`src/rtl/ddr5_refresh_credit_sched.sv`:
```
// DDR5 refresh credit scheduler: per-rank refresh interval counters build up debt,
// and a two-level round-robin arbiter offers all-bank or same-bank refreshes to the scheduler.

module ddr5_refresh_rank #(
  parameter int NUM_RANKS    = 2,
  parameter int RANK         = 0,
  parameter int T_REFI       = 7800,
  parameter int T_RFC_AB     = 350,
  parameter int T_RFC_SB     = 120,
  parameter int MAX_POSTPONE = 4,
  parameter int CW           = 13,
  parameter int BW           = 9
) (
  input  logic              clk,
  input  logic              rst,
  input  logic              en,
  input  logic              fgr,
  input  logic              hs,
  input  logic              sb,
  input  logic              clr_bank,
  output logic signed [3:0] debt,
  output logic              busy,
  output logic [1:0]        bank,
  output logic              ovf
);
  localparam logic [CW-1:0]     PER_1X   = CW'(T_REFI);
  localparam logic [CW-1:0]     PER_2X   = CW'(T_REFI / 2);
  localparam logic [CW-1:0]     OFF_1X   = CW'(RANK * (T_REFI / NUM_RANKS));
  localparam logic [CW-1:0]     OFF_2X   = CW'(RANK * ((T_REFI / 2) / NUM_RANKS));
  localparam logic signed [3:0] DEBT_MAX = 4'(MAX_POSTPONE + 1);

  logic [CW-1:0] cnt, per, off;
  logic [BW-1:0] tmr;
  logic          tick, dec;

  assign per  = fgr ? PER_2X : PER_1X;
  assign off  = fgr ? OFF_2X : OFF_1X;
  // >= rather than == so a shrink of the period mid-count still ticks
  assign tick = en && (cnt >= per - CW'(1));
  assign dec  = hs && (!sb || bank == 2'd3);
  assign ovf  = tick && !dec && (debt == DEBT_MAX);
  assign busy = |tmr;

  always_ff @(posedge clk or posedge rst) begin
    if (rst) begin
      cnt  <= OFF_1X;
      debt <= '0;
      tmr  <= '0;
      bank <= '0;
    end else begin
      if (!en)       cnt <= off;
      else if (tick) cnt <= '0;
      else           cnt <= cnt + CW'(1);

      if (tick && !dec && debt != DEBT_MAX) debt <= debt + 4'sd1;
      else if (!tick && dec)                debt <= debt - 4'sd1;

      if (hs)        tmr <= sb ? BW'(T_RFC_SB) : BW'(T_RFC_AB);
      else if (busy) tmr <= tmr - BW'(1);

      if (clr_bank)      bank <= '0;
      else if (hs && sb) bank <= bank + 2'd1;
    end
  end
endmodule

module ddr5_refresh_credit_sched #(
  parameter int NUM_RANKS    = 2,
  parameter int T_REFI       = 7800,
  parameter int T_RFC_AB     = 350,
  parameter int T_RFC_SB     = 120,
  parameter int MAX_POSTPONE = 4,
  parameter int MAX_PULLIN   = 4,
  localparam int RW          = (NUM_RANKS > 1) ? $clog2(NUM_RANKS) : 1
) (
  input  logic                   clk,
  input  logic                   rst,
  input  logic                   cfg_en_refresh,
  input  logic                   cfg_fgr_2x,
  input  logic                   cfg_sb_mode,
  input  logic [NUM_RANKS-1:0]   idle_hint,
  output logic                   ref_req_valid,
  input  logic                   ref_req_ready,
  output logic [RW-1:0]          ref_req_rank,
  output logic                   ref_req_type,
  output logic [1:0]             ref_req_bank,
  output logic                   ref_req_urgent,
  output logic [NUM_RANKS-1:0]   rank_busy,
  output logic [4*NUM_RANKS-1:0] ref_debt,
  output logic                   ref_overflow_err
);
  localparam int CW = $clog2(T_REFI + 1);
  localparam int BW = $clog2(((T_RFC_AB > T_RFC_SB) ? T_RFC_AB : T_RFC_SB) + 1);

  typedef enum logic {IDLE, OFFER} state_t;
  state_t state;

  logic [NUM_RANKS-1:0] busy_v, ovf_v, elig, urg, hs_v;
  logic signed [3:0]    dbt [NUM_RANKS];
  logic [1:0]           bnk [NUM_RANKS];
  logic [RW-1:0]        ptr, win, k;
  logic                 win_ok, hs, start, sb_q, fgr_q, clr_bank;

  assign ref_req_valid  = (state == OFFER);
  assign hs             = ref_req_valid && ref_req_ready;
  assign ref_req_urgent = ref_req_valid && urg[ref_req_rank];
  assign rank_busy      = busy_v;
  assign start          = (state == IDLE) && cfg_en_refresh && win_ok;
  assign clr_bank       = start && (cfg_sb_mode != sb_q);

  for (genvar r = 0; r < NUM_RANKS; r++) begin : g_rank
    assign hs_v[r] = hs && (ref_req_rank == RW'(r));
    assign urg[r]  = int'(dbt[r]) >= MAX_POSTPONE;
    assign elig[r] = !busy_v[r] && !(ref_req_valid && ref_req_rank == RW'(r)) &&
                     (int'(dbt[r]) > 0 || (idle_hint[r] && int'(dbt[r]) > -MAX_PULLIN));
    assign ref_debt[4*r +: 4] = dbt[r];

    ddr5_refresh_rank #(
      .NUM_RANKS(NUM_RANKS), .RANK(r), .T_REFI(T_REFI), .T_RFC_AB(T_RFC_AB),
      .T_RFC_SB(T_RFC_SB), .MAX_POSTPONE(MAX_POSTPONE), .CW(CW), .BW(BW)
    ) u_rank (
      .clk(clk), .rst(rst), .en(cfg_en_refresh), .fgr(fgr_q), .hs(hs_v[r]),
      .sb(ref_req_type), .clr_bank(clr_bank), .debt(dbt[r]), .busy(busy_v[r]),
      .bank(bnk[r]), .ovf(ovf_v[r])
    );
  end

  // Urgent pass first, then any eligible rank; both rotate from the rank after the last grant.
  always_comb begin
    win    = '0;
    win_ok = 1'b0;
    k      = '0;
    for (int i = 1; i <= NUM_RANKS; i++) begin
      k = RW'((int'(ptr) + i) % NUM_RANKS);
      if (!win_ok && elig[k] && urg[k]) begin
        win    = k;
        win_ok = 1'b1;
      end
    end
    for (int i = 1; i <= NUM_RANKS; i++) begin
      k = RW'((int'(ptr) + i) % NUM_RANKS);
      if (!win_ok && elig[k]) begin
        win    = k;
        win_ok = 1'b1;
      end
    end
  end

  always_ff @(posedge clk or posedge rst) begin
    if (rst) begin
      state            <= IDLE;
      ref_req_rank     <= '0;
      ref_req_type     <= 1'b0;
      ref_req_bank     <= '0;
      ptr              <= '0;
      sb_q             <= 1'b0;
      fgr_q            <= 1'b0;
      ref_overflow_err <= 1'b0;
    end else begin
      if (|ovf_v) ref_overflow_err <= 1'b1;
      case (state)
        IDLE: if (start) begin
          state        <= OFFER;
          ref_req_rank <= win;
          ref_req_type <= cfg_sb_mode;
          // a same-bank mode switch restarts every rank at bank 0
          ref_req_bank <= (cfg_sb_mode && sb_q) ? bnk[win] : 2'd0;
          ptr          <= win;
          sb_q         <= cfg_sb_mode;
          fgr_q        <= cfg_fgr_2x;
        end
        OFFER: if (ref_req_ready) state <= IDLE;
        default: state <= IDLE;
      endcase
    end
  end
endmodule

```
`config.mk`:
```
export PLATFORM = sky130hd
export DESIGN_NAME = ddr5_refresh_credit_sched
export DESIGN_NICKNAME = d
export VERILOG_FILES = /design/src/rtl/ddr5_refresh_credit_sched.sv
export SDC_FILE = /design/constraint.sdc
export NUM_CORES = 1
export LEC_CHECK = 0
export CELL_PAD_IN_SITES_DETAIL_PLACEMENT = 0
export CELL_PAD_IN_SITES_GLOBAL_PLACEMENT = 2
export CORE_MARGIN = 3
export CORE_UTILIZATION = 24
export DETAILED_ROUTE_END_ITERATION = 8
export DONT_BUFFER_PORTS = 1
export PLACE_DENSITY = 0.49
export SYNTH_ARGS = -nofsm -noshare
export SYNTH_HDL_FRONTEND = slang
export SYNTH_SLANG_ARGS = --single-unit
export TNS_END_PERCENT = 1
```
`constraint.sdc`:
```
create_clock -name clk -period 2.9 [get_ports clk]
set_input_delay 0.58 -clock clk [delete_from_list [all_inputs] [get_ports clk]]
set_output_delay 0.58 -clock clk [all_outputs]
set_load 0.01 [all_outputs]
```
==> impl_metrics.ini, run 1 <==
[logic_synthesis]
synthArstFlopShare_pct = 100
ys_seq_elements = 63
synth_seq_area_share_pct = 44.0
synthFlopType = sky130_fd_sc_hd__dfrtp_1
postSynthCellCount = 369
synth_area_sq_um = 3600
netlist.top_cell.by_area = sky130_fd_sc_hd__dfrtp_1
yosys.cell_types.count = 43
synthesis.nets = 402
synth_area_per_cell_sq_um = 9.77
post-synth-top-area-fraction_pct = 38.2
synth_warnings = 0
number_of_enable_flip_flop_cells_after_synthesis = 0
ys_top_cells_by_area = sky130_fd_sc_hd__dfrtp_1, sky130_fd_sc_hd__ha_1, sky130_fd_sc_hd__dfstp_2

[clocking]
cts_tree = built
cts.htree.levels = 3
clk_path_buf_depth = 2
ctsRootBufferMaster = sky130_fd_sc_hd__clkbuf_16
clkTransAtPathRegs_ns = 0.05
cts_hold_buffers = 0
numCtsBuffers = 9
worstSkewPairLatency_ns = 0.33
cts_sinks = 63

[critical_path]
critPathArrivalTime_ns = 3.09
kind_of_critical_path = flop to flop
end_kind = flop
critPathRequiredTime_ns = 3.16
crit_fanout = 4
worstRegToRegCells = 13
reg2reg_from = fgr_q
critical_path.startpoint_type = flop
reg2reg_slack_ns = 0.07
reg2reg_to = g_rank[0].u_rank.debt[3]

[final_layout]
share_of_layout_cells_above_drive_strength_1_pct = 20.9
synth_to_final_area_change_pct = 22.8
layout_commonest_cell = sky130_fd_sc_hd__dfrtp_1
num-nets-final = 434
layout.core_utilization_pct = 30.3
commonest_cells_after_routing_fill_and_taps_aside = sky130_fd_sc_hd__dfrtp_1, sky130_fd_sc_hd__nor2_1, sky130_fd_sc_hd__nand2_1
final-seq-area_sq_um = 1590
multi_input_area_sq_um = 2020
fillCellCount = 1549
n_antenna_cell = 0
stdcell_count = 590

[floorplan]
initial_core_util_pct = 24.7
boundary_pin_count = 25
core_sq_um = 14600
die_area_sq_um = 16500
chipWidth_um = 129
core.rowCount = 44
height_of_the_die_um = 129

[route]
drt_first_iter_violations = 79
number_of_detailed_routing_iterations_run_before_antenna_repair = 4
num_vias = 2668
routed_via_density = 4.52
drt_drc_violations_left = 0
totalWireLength_mm = 8.93
drt.antenna.violating_nets = 0
avgRoutedWirePerCell_um = 15.1

[global_routing]
antenna_found_initial = 0
grt.overflow.total = 0
maximum_number_of_pins_on_one_net_before_global_route_repair = 31
globalRouteTotalUtil_pct = 11.7
grt_pass1_wl_mm = 15.1
grt_pass1_vias = 2852

[power_and_ir_drop]
internal_power_mw = 1.85
vdd.ir_drop.worst_uv = 237
sw_frac_of_total_pct = 26.0
fin_total_pwr_mw = 2.51
leakage_nw = 1.94
clockPowerShare_pct = 44.9
pwr_density_cell_nw_per_um2 = 566
share_seq_of_total_power_pct = 41.7
comb_power_share_pct = 13.4
power_switching_uw = 652

[flow_run]
max_cap_violations = 0

[placed_design]
dp.cells = 572
numPortBuffers = 0
post-dp-hpwl_mm = 6.58
routabilityCongestion = 0.721

[outcome]
status = finished clean

[sta]
finalCriticalPeriod_ns = 2.83
fin_hold_ws_ns = 0.232
rsz0062_at_grt = true
maxSlewHeadroom_pct = 54.7
setup-violations-final = 0
max_freq_ghz = 0.354
maxSlewViolCount = 0
fin_tns_setup_ns = 0
min_period_over_period_pct = 97.5
max_slew.worst_pin.slew_ns = 0.679
final_hold_violation_count = 0
timing.clock.skew_ns = 0.00550

[min_path]
hold_path.class = primary input to asynchronous set/reset pin
==> power groups by stage <==
stage | Clock, mW | Combinational (mW) | Sequential (mW)
after global placement | 0 | 0.332 | 1.06
final | 1.13 | 0.335 | 1.05
after CTS | 1.17 | 0.335 | 1.05
after detailed placement | 0 | 0.333 | 1.06
after floorplan | 0 | 0.254 | 1.04
after global routing | 1.20 | 0.387 | 1.06
==> worst max-delay path, cell delays in order, from the launching register on <==
cell and delay, ns:
sky130_fd_sc_hd__dfrtp_2 0.45, sky130_fd_sc_hd__ha_1 0.32, sky130_fd_sc_hd__o21ai_2 0.11, sky130_fd_sc_hd__o21bai_1 0.09, sky130_fd_sc_hd__a211oi_2 0.30, sky130_fd_sc_hd__o21ai_2 0.12, sky130_fd_sc_hd__and2_4 0.16, sky130_fd_sc_hd__nand2_4 0.06
sky130_fd_sc_hd__ha_4 0.19, sky130_fd_sc_hd__a21o_1 0.15, sky130_fd_sc_hd__a21o_1 0.19, sky130_fd_sc_hd__or2_4 0.25, sky130_fd_sc_hd__mux2_4 0.26, sky130_fd_sc_hd__mux2i_1 0.11
==> layer usage <==
layer	part of all wire, %	wire length, um	up-vias	track usage (%)
met1	50	4460	1282	15.9
met3	3.0	265	12	2.57
met5	0	0	-	0
met4	2.0	183	0	5.37
li1	-	-	1352	-
met2	45	4020	22	17.7
==> metrics by stage <==
step | setup WS [ns] | instance area [sq um]
after floorplan | 0.0151 | 3620
after global placement | -0.0430 | 4010
after detailed placement | -0.0581 | 4010
after CTS | 0.00215 | 4330
after global routing | -0.0248 | 4420
final | 0.0724 | 4420
==> how the worst max path moves through the flow <==
stage	startpoint	end	slack (ns)	depth (start not counted)
global route	fgr_q	g_rank[0].u_rank.debt[3]	-0.02	14
floorplan	fgr_q	g_rank[0].u_rank.debt[3]	0.02	13
detailed placement	fgr_q	g_rank[0].u_rank.debt[3]	-0.06	13
finish	fgr_q	g_rank[0].u_rank.debt[3]	0.07	13
CTS	fgr_q	g_rank[0].u_rank.debt[3]	0.002	14
global placement	fgr_q	g_rank[0].u_rank.debt[3]	-0.04	13
==> registers in the layout (all words and copies together), names as in the netlist <==
signal              flops
ref_req_bank            2
sb_q                    1
fgr_q                   1
g_rank.u_rank.cnt      26
ref_req_valid           1
g_rank.u_rank.bank      4
ptr                     1
g_rank.u_rank.tmr      18
ref_overflow_err        1
g_rank.u_rank.debt      8
==> layout make-up <==
type	instances	share of cell area (%)
inverter	17	1.50
tap	184	5.20
multi-input combinational	283	45.6
clock buffer	13	6.11
timing repair buffer	27	4.75
clock inverter	3	0.905
sequential	63	35.9
==> cells by family after synthesis <==
logic type	count (synthesis)	synth area share (%)
AOI/OAI and AO/OA	58	10.1
xor gates and xnor gates	42	10.2
adders and majority gates	25	9.10
buffers and inverters	23	2.60
DFF	63	44.0
muxes	18	5.28
and+or+nand+nor	140	18.7
==> synth_stat cells, types with 3 or more instances <==
library cell	instances
sky130_fd_sc_hd__nand4_1	5
sky130_fd_sc_hd__o22ai_1	4
sky130_fd_sc_hd__a211oi_1	4
sky130_fd_sc_hd__ha_1	23
sky130_fd_sc_hd__xor2_1	23
sky130_fd_sc_hd__dfrtp_1	55
sky130_fd_sc_hd__nand3b_1	4
sky130_fd_sc_hd__nor2_1	43
sky130_fd_sc_hd__a21oi_1	10
sky130_fd_sc_hd__o21ai_0	22
sky130_fd_sc_hd__nor2b_1	5
sky130_fd_sc_hd__nand3_1	20
sky130_fd_sc_hd__a21o_1	4
sky130_fd_sc_hd__o31ai_1	3
sky130_fd_sc_hd__dfstp_2	8
sky130_fd_sc_hd__mux2i_1	10
sky130_fd_sc_hd__xnor2_1	19
sky130_fd_sc_hd__nand2_1	39
sky130_fd_sc_hd__nor4_1	3
sky130_fd_sc_hd__mux2_2	8
sky130_fd_sc_hd__clkbuf_1	4
sky130_fd_sc_hd__nor3_1	6
sky130_fd_sc_hd__and2_1	3
sky130_fd_sc_hd__inv_1	16
sky130_fd_sc_hd__o21bai_1	3
==> timing repair <==
action | CTS | global route
hold endpoints to repair | 0 | 0
setup endpoints to repair | 1 | 2
buffers inserted | 1 | 1
gates cloned | 0 | 0
resized for setup | 3 | 17
pin swaps | 4 | 12
Note: power is estimated with default switching activity, not from simulation.
==> run 2, diff against run 1 <==
Settings changed: CAP_MARGIN set to 0, RECOVER_POWER set to 25.
==> run 2 against run 1 <==
First-iteration DRC count stayed put. Sequential cell count is the same. Routed wire length about the same. Sequential power barely moved. Clock skew is the same. Combinational power is essentially flat. Cell count is the same. Non-clock buffer count did not move. Critical endpoint unchanged. Largest cell class unchanged.
==> impl_metrics.ini, run 2 (synthesis results as in run 1) <==
[outcome]
status = finished clean

[global_routing]
grt_pass1_wl_mm = 15.1
grt.overflow.total = 0
globalRouteTotalUtil_pct = 11.7
antenna_found_initial = 0
grt_pass1_vias = 2852
maximum_number_of_pins_on_one_net_before_global_route_repair = 31

[clocking]
worstSkewPairLatency_ns = 0.33
cts_hold_buffers = 0
cts.htree.levels = 3
cts_tree = built
ctsRootBufferMaster = sky130_fd_sc_hd__clkbuf_16
numCtsBuffers = 9
cts_sinks = 63
clkTransAtPathRegs_ns = 0.05
clk_path_buf_depth = 2

[critical_path]
reg2reg_slack_ns = 0.07
worstRegToRegCells = 13
reg2reg_from = fgr_q
timing.critical_path.from = fgr_q
kind_of_critical_path = flop to flop
critPathRequiredTime_ns = 3.16
reg2reg_to = g_rank[0].u_rank.debt[3]
critical_path.startpoint_type = flop
crit_fanout = 4
end_kind = flop
critPathArrivalTime_ns = 3.09

[final_layout]
commonest_cells_after_routing_fill_and_taps_aside = sky130_fd_sc_hd__dfrtp_1, sky130_fd_sc_hd__nor2_1, sky130_fd_sc_hd__nand2_1
largest_registers_ranked_by_flip_flop_count = g_rank.u_rank.cnt x26, g_rank.u_rank.tmr x18, g_rank.u_rank.debt x8
synth_to_final_area_change_pct = 22.7
layout_commonest_cell = sky130_fd_sc_hd__dfrtp_1
largest_register_ff_count = 26
postLayoutCellArea_sq_um = 4420
n_antenna_cell = 0
layout.core_utilization_pct = 30.3
top_reg_by_flops = g_rank.u_rank.cnt
num-nets-final = 434
share_of_layout_cells_above_drive_strength_1_pct = 20.4

[power_and_ir_drop]
clockPowerShare_pct = 44.9
share_seq_of_total_power_pct = 41.8
fin_total_pwr_mw = 2.51
comb_power_share_pct = 13.3
pwr_density_cell_nw_per_um2 = 567
power_switching_uw = 652
sw_frac_of_total_pct = 26.0
internal_power_mw = 1.85
leakage_nw = 1.94
vdd.ir_drop.worst_uv = 237

[sta]
max_freq_ghz = 0.354
maxSlewHeadroom_pct = 18.4
fin_tns_setup_ns = 0
min_period_over_period_pct = 97.5
maxSlewViolCount = 0
fin_hold_ws_ns = 0.314
finalCriticalPeriod_ns = 2.83
rsz0062_at_grt = true
max_slew.worst_pin.slew_ns = 1.22
setup-violations-final = 0
final_hold_violation_count = 0
timing.clock.skew_ns = 0.00550

[route]
drt_first_iter_violations = 79
number_of_detailed_routing_iterations_run_before_antenna_repair = 4
drt_drc_violations_left = 0
routed_via_density = 4.52
num_vias = 2667
totalWireLength_mm = 8.93
avgRoutedWirePerCell_um = 15.1
drt.antenna.violating_nets = 0

[floorplan]
core_sq_um = 14600
height_of_the_die_um = 129
core.rowCount = 44
initial_core_util_pct = 24.7
die_area_sq_um = 16500
boundary_pin_count = 25
chipWidth_um = 129

[placed_design]
numPortBuffers = 0
routabilityCongestion = 0.721
post_dp_cell_area_sq_um = 4010
post-dp-hpwl_mm = 6.58

[min_path]
holdCritStartpoint = cfg_en_refresh
whs_path_depth = 1
hold_path.class = primary input to flop
hold_path_end = g_rank[1].u_rank.cnt[5]

[flow_run]
max_cap_violations = 0
run 2: changes by cell type in the layout (fill, tap and decap cells not counted), sizes merged:
cell / before / now
buf: 27 / 26
clkbuf: 13 / 14
run 2: worst max-delay path, stage by stage (launching register included):
cell and delay, ns:
sky130_fd_sc_hd__dfrtp_2 0.45, sky130_fd_sc_hd__ha_1 0.32, sky130_fd_sc_hd__o21ai_2 0.11, sky130_fd_sc_hd__o21bai_1 0.09, sky130_fd_sc_hd__a211oi_2 0.30, sky130_fd_sc_hd__o21ai_2 0.12, sky130_fd_sc_hd__and2_4 0.16, sky130_fd_sc_hd__nand2_4 0.06
sky130_fd_sc_hd__ha_4 0.19, sky130_fd_sc_hd__a21o_1 0.15, sky130_fd_sc_hd__a21o_1 0.19, sky130_fd_sc_hd__or2_4 0.25, sky130_fd_sc_hd__mux2_4 0.26, sky130_fd_sc_hd__mux2i_1 0.11
run 2: through the flow:
stage	setup WS (ns)	cells
after floorplan	0.0151	369
after global placement	-0.0430	572
after detailed placement	-0.0581	572
after CTS	0.00215	589
after global routing	-0.0248	590
final	0.0724	590
run 2: per-layer routing:
layer	GRT usage, %	up-vias	routed length (um)
met3	2.57	12	265
met2	17.7	22	4020
met5	0	-	0
met1	15.9	1281	4460
li1	-	1352	-
met4	5.37	0	183
run 2: cell type report:
type	count	area, sq um
tap	184	230
inverter	17	66.3
timing repair buffer	27	206
sequential	63	1590
multi-input combinational	283	2020
clock buffer	13	270
clock inverter	3	40.0
fill	1548	10200
run 2: timing repair:
action                                  in CTS  in global routing
endpoints found under the setup margin       1                  2
gates cloned                                 0                  0
pin swaps                                    4                 12
gates resized for setup                      3                 17
endpoints found under the hold margin        0                  0
setup buffers                                1                  1
run 2: power by group through the flow:
stage / combinational [mW] / clock, mW / sequential [mW]
global route: 0.386 / 1.20 / 1.06
finish: 0.334 / 1.13 / 1.05
global placement: 0.332 / 0 / 1.06
detailed placement: 0.333 / 0 / 1.06
floorplan: 0.254 / 0 / 1.04
CTS: 0.335 / 1.17 / 1.05
run 2: how the worst max path moves through the flow:
| stage | endpoint | slack [ns] | cells past startpoint |
|---|---|---|---|
| after detailed placement | g_rank[0].u_rank.debt[3] | -0.06 | 13 |
| after global routing | g_rank[0].u_rank.debt[3] | -0.02 | 14 |
| after CTS | g_rank[0].u_rank.debt[3] | 0.002 | 14 |
| after floorplan | g_rank[0].u_rank.debt[3] | 0.02 | 13 |
| after global placement | g_rank[0].u_rank.debt[3] | -0.04 | 13 |
| final | g_rank[0].u_rank.debt[3] | 0.07 | 13 |
